**config.mk**
```make
export PLATFORM = sky130hd
export DESIGN_NAME = seq_pattern_detector
export DESIGN_NICKNAME = d
export VERILOG_FILES = /design/src/rtl/seq_det_pkg.sv /design/src/rtl/seq_det_sat_counter.sv /design/src/rtl/seq_pattern_detector.sv
export SDC_FILE = /design/constraint.sdc
export NUM_CORES = 1
export LEC_CHECK = 0
export ABC_AREA = 1
export BUFFER_PORTS_ARGS = -buffer_cell sky130_fd_sc_hd__buf_2
export CAP_MARGIN = 25
export CORE_MARGIN = 3
export CORE_UTILIZATION = 35
export CTS_CLUSTER_DIAMETER = 80
export DETAILED_ROUTE_END_ITERATION = 7
export GPL_TIMING_DRIVEN = 0
export SYNTH_ARGS = -nofsm -noshare
export SYNTH_HDL_FRONTEND = slang
export SYNTH_HIERARCHICAL = 1
export SYNTH_SLANG_ARGS = --single-unit
```
**constraint.sdc**
```tcl
create_clock -name clk -period 1.35 [get_ports clk]
set_clock_uncertainty 0.05 [all_clocks]
set_input_delay 0.27 -clock clk [delete_from_list [all_inputs] [get_ports clk]]
set_output_delay 0.27 -clock clk [all_outputs]
set_load 0.05 [all_outputs]
```
**src/rtl/seq_det_pkg.sv**
```systemverilog
// rtl/seq_det_pkg.sv - shared constants for the serial pattern detector
//
// Purpose : default pattern, match-mode constants and default counter width
//           used by seq_pattern_detector and its testbench.
// Ports   : none (package).
package seq_det_pkg;

   // Classic "1011" detector pattern; MSB is the first bit on the wire.
   localparam logic [3:0] SEQ_DET_PAT_DEFAULT = 4'b1011;

   // Match modes: overlapping keeps history after a hit, non-overlapping clears it.
   localparam bit SEQ_DET_OVERLAP    = 1'b1;
   localparam bit SEQ_DET_NONOVERLAP = 1'b0;

   localparam int SEQ_DET_CNT_W = 8;

endpackage

```
**src/rtl/seq_det_sat_counter.sv**
```systemverilog
// rtl/seq_det_sat_counter.sv - width-parametrised saturating counter with clear
//
// Purpose : counts single-cycle increment requests, sticking at all-ones.
//           A clear wins over a simultaneous increment.
// Ports   : i_clk    - clock, rising edge
//           i_reset  - synchronous active-high reset
//           i_clr    - synchronous clear to zero
//           i_inc    - increment request
//           o_count  - current count (registered)
module seq_det_sat_counter #(
   parameter int WIDTH = 8
) (
   input  logic             i_clk,
   input  logic             i_reset,
   input  logic             i_clr,
   input  logic             i_inc,
   output logic [WIDTH-1:0] o_count
);

   logic [WIDTH-1:0] r_count;

   always_ff @(posedge i_clk) begin
      if (i_reset) begin
         r_count <= '0;
      end else if (i_clr) begin
         r_count <= '0;
      end else if (i_inc && (r_count != {WIDTH{1'b1}})) begin
         r_count <= r_count + 1'b1;
      end
   end

   assign o_count = r_count;

endmodule

```
**src/rtl/seq_pattern_detector.sv**
```systemverilog
// rtl/seq_pattern_detector.sv - runtime-loadable serial bit-pattern detector
//
// Purpose : shifts in valid serial bits and pulses `out` for one cycle when the
//           last PAT_W bits equal the loaded pattern. Overlapping or
//           non-overlapping matching selected by OVERLAP.
// Config  : SEQ_DET_COUNT_EN defined -> saturating match counter built;
//           undefined -> match_count tied to 0, cnt_clr ignored.
// Ports   : clk         - clock, rising edge
//           reset       - synchronous active-high reset
//           in          - serial data bit
//           in_valid    - qualifies `in`
//           pat_load    - load pat_in as new pattern (discards a same-cycle bit)
//           pat_in      - new pattern value, MSB received first
//           cnt_clr     - synchronous clear of match_count
//           out         - registered one-cycle match pulse
//           fill        - valid history bits, saturating at PAT_W
//           match_count - saturating match count
module seq_pattern_detector
   import seq_det_pkg::*;
#(
   parameter int               PAT_W    = 4,
   parameter logic [PAT_W-1:0] PAT_INIT = PAT_W'(SEQ_DET_PAT_DEFAULT),
   parameter bit               OVERLAP  = SEQ_DET_OVERLAP,
   parameter int               CNT_W    = SEQ_DET_CNT_W
) (
   input  logic                       clk,
   input  logic                       reset,
   input  logic                       in,
   input  logic                       in_valid,
   input  logic                       pat_load,
   input  logic [PAT_W-1:0]           pat_in,
   input  logic                       cnt_clr,
   output logic                       out,
   output logic [$clog2(PAT_W+1)-1:0] fill,
   output logic [CNT_W-1:0]           match_count
);

   localparam int FILL_W       = $clog2(PAT_W+1);
   localparam bit CLEAR_ON_HIT = (OVERLAP == SEQ_DET_NONOVERLAP);

   logic [PAT_W-1:0]  r_shreg;
   logic [FILL_W-1:0] r_fill;
   logic [PAT_W-1:0]  r_pattern;
   logic              r_out;

   logic [PAT_W-1:0]  w_shift;
   logic [FILL_W-1:0] w_fill_inc;
   logic [PAT_W-1:0]  w_shreg_n;
   logic [FILL_W-1:0] w_fill_n;
   logic [PAT_W-1:0]  w_pattern_n;
   logic              w_hit;

   always_comb begin
      w_shift     = {r_shreg[PAT_W-2:0], in};
      w_fill_inc  = (r_fill == FILL_W'(PAT_W)) ? r_fill : r_fill + 1'b1;
      w_shreg_n   = r_shreg;
      w_fill_n    = r_fill;
      w_pattern_n = r_pattern;
      w_hit       = 1'b0;

      if (pat_load) begin
         // New pattern starts from empty history; any bit this cycle is dropped.
         w_pattern_n = pat_in;
         w_fill_n    = '0;
      end else if (in_valid) begin
         w_shreg_n = w_shift;
         w_hit     = (w_fill_inc == FILL_W'(PAT_W)) && (w_shift == r_pattern);
         // Non-overlapping mode only needs fill cleared: PAT_W fresh bits
         // fully overwrite the shift register before the next compare.
         w_fill_n  = (w_hit && CLEAR_ON_HIT) ? '0 : w_fill_inc;
      end
   end

   always_ff @(posedge clk) begin
      if (reset) begin
         r_shreg   <= '0;
         r_fill    <= '0;
         r_pattern <= PAT_INIT;
         r_out     <= 1'b0;
      end else begin
         r_shreg   <= w_shreg_n;
         r_fill    <= w_fill_n;
         r_pattern <= w_pattern_n;
         r_out     <= w_hit;
      end
   end

   assign out  = r_out;
   assign fill = r_fill;

`ifdef SEQ_DET_COUNT_EN
   seq_det_sat_counter #(
      .WIDTH (CNT_W)
   ) u_sat_counter (
      .i_clk   (clk),
      .i_reset (reset),
      .i_clr   (cnt_clr),
      .i_inc   (w_hit),
      .o_count (match_count)
   );
`else
   logic w_unused_cnt_clr;
   assign w_unused_cnt_clr = cnt_clr;
   assign match_count      = '0;
`endif

endmodule

```
==> results.json <==
{
  "status": "completed",
  "crit_chain": "buf_2",
  "cts_buffers": 3,
  "pre_cts_ws_ps": 91.8,
  "grt_pass1_wl_mm": 1.58,
  "cts_hold_buf": 0,
  "max_cap_violations": 0,
  "grt_start_max_net_pins": 9,
  "cp_slowest_cell": "dfxtp_1",
  "r2r_slack_ps": 100,
  "firstDrtPassIters": 4,
  "holdPathStages": 3,
  "grt_setup_unrepaired": "no",
  "post_dp_cell_area_um2": 703,
  "first_global_vias": 404,
  "mostFrequentLayoutCell": "nand2_1",
  "synth_top_cell_area_share_pct": 37.4,
  "r2r-end": "out",
  "holdWs_ps": 157,
  "synth_cell_type_count": 15,
  "htreeDepth": 1,
  "critical-path-top-delay-family": "flip-flops",
  "min_from": "pat_in[0]",
  "r2r_cells": 6,
  "area_growth_pct": 23.8,
  "netlist_top_cells_area": "dfxtp_1 (37%), nand2_1 (13%), buf_4 (10%), a21oi_1 (8.5%), inv_1 (7.6%)",
  "whs_endpoint": "r_pattern[0]",
  "slew_viol_final": 0,
  "worst_hold_path_type": "primary input to register",
  "cp.buffers_inverters": 1,
  "drc_errors": 0,
  "antennaDiodeCount": 0,
  "final_cell_mix": "nand2_1 (21), inv_1 (12), buf_2 (12), a21oi_1 (10), dfxtp_1 (9)",
  "setup_slack_ps": 61.9,
  "grt.total_usage_pct": 10.6,
  "via_per_inst": 4.34,
  "place.gp.congestion": 0.770,
  "wl_mm": 1.03,
  "wl_per_cell_um": 8.26,
  "hpwl_um": 834,
  "initial_core_util_pct": 38.2,
  "die_w_um": 47.0,
  "routed-via-count": 542,
  "path_class": "register to primary output",
  "syn-instance-count": 86,
  "overflow": 0,
  "cts_resized": 0,
  "cts.sinks": 11,
  "crit_path_max_incr_delay_ps": 410,
  "arrival_ps": 970,
  "fin_setup_tns_ps": 0,
  "crit_path_max_fanout": 6,
  "finalCriticalPeriod_ps": 1290,
  "vdd_drop_max_v": 0.000532,
  "antenna_found_initial": 0,
  "powerDensity_mw_per_mm2": 1010,
  "num_rows": 14,
  "postSynthAreaPerCell_um2": 6.85,
  "p_leak_uw": 0.000391,
  "final_cell_area_um2": 729,
  "drive_gt1_share_pct": 27.5,
  "hold_viol": 0,
  "die_area_mm2": 0.00221,
  "synth_seq_cells": 11,
  "cts_tree": "done",
  "fmax_mhz": 776,
  "critPathLaunchType": "register",
  "clk_pin_slew_worst_paths_ps": 70,
  "initialDrtViolationCount": 9,
  "cp-end-kind": "primary output",
  "synth_top_cell_by_area": "dfxtp_1",
  "crit_required_ps": 1030,
  "clockBufferDepth": 2,
  "ctsRootBufferMaster": "clkbuf_4",
  "ys_seq_area_share_pct": 37.4,
  "yosysWarnings": 6,
  "reg2reg_from": "fill[0]",
  "post-route-util_pct": 47.3,
  "io_buffers": 12,
  "final_nets": 122,
  "syn_area_um2": 589,
  "clkLatencyLatePin_ps": 270,
  "fin_crit_sh_pct": 95.4,
  "fp.dieH_um": 47.0,
  "core_area_mm2": 0.00154,
  "io_pins": 22,
  "drtAntennaViolNets": 0,
  "final-setup-viol-count": 0,
  "cts_setup_buffers": 0
}
==> kinds of logic (layout without fill, tap and decap cells) <==
logic type      Yosys count  count (layout)  share of synthesized area [%]
buf+inv                  23              39                           19.7
other cells               1               8                          0.636
simple gates             31              31                           22.7
flops                    11              11                           37.4
compound gates           18              18                           15.3
fa+ha+maj                 2               2                           4.25
==> area by class of cell <==
cell class                 count  area [um2]
buffer                         8        60.1
clock buffer                   4        26.3
fill                         172         812
multi-input combinational     59         279
timing repair buffer          12        60.1
sequential                    11         228
tap                           16        20.0
inverter                      15        56.3
==> sequential cells by signal, summed over array words and instances (netlist names) <==
signal     flops
r_shreg        3
fill           3
r_pattern      4
out            1
==> cells in the mapped netlist <==
library cell and number:
ha_1 2, or2_1 1, a21oi_1 10, nand3_1 4, dfxtp_1 11, conb_1 1, o21ai_1 4, nor2_4 1
inv_2 3, buf_4 8, nor2_1 3, nand2_1 21, inv_1 12, o21ai_0 4, nor2_2 1
==> how the worst max path moves through the flow <==
stage / startpoint / cells past startpoint / slack (ps) / to
finish: fill[2] / 1 / 60 / fill[2]
floorplan: fill[0] / 6 / 6 / out
CTS: fill[2] / 1 / 60 / fill[2]
detailed placement: fill[0] / 6 / 90 / out
global placement: fill[0] / 6 / 90 / out
global route: fill[0] / 6 / 9 / out
==> routing by layer <==
metal	vias up	part of all wire, %	GRT usage [%]
li1	299	-	-
met2	19	40	14.6
met4	0	3.4	8.29
met3	5	8.1	2.30
met1	219	49	14.1
met5	-	0	0
==> where the power goes <==
part / internal [uW] / switching [uW] / leakage (uW) / total, uW
combinational: 50.4 / 111 / 0.000284 / 162
sequential: 339 / 9.51 / 0.0000920 / 349
clock: 114 / 115 / 0.0000150 / 229
==> through the flow <==
stage               cells  power (uW)
CTS                   125         748
floorplan              93         487
global placement      121         516
global route          125         790
finish                125         740
detailed placement    121         518
(Power assumes the default switching activity.)
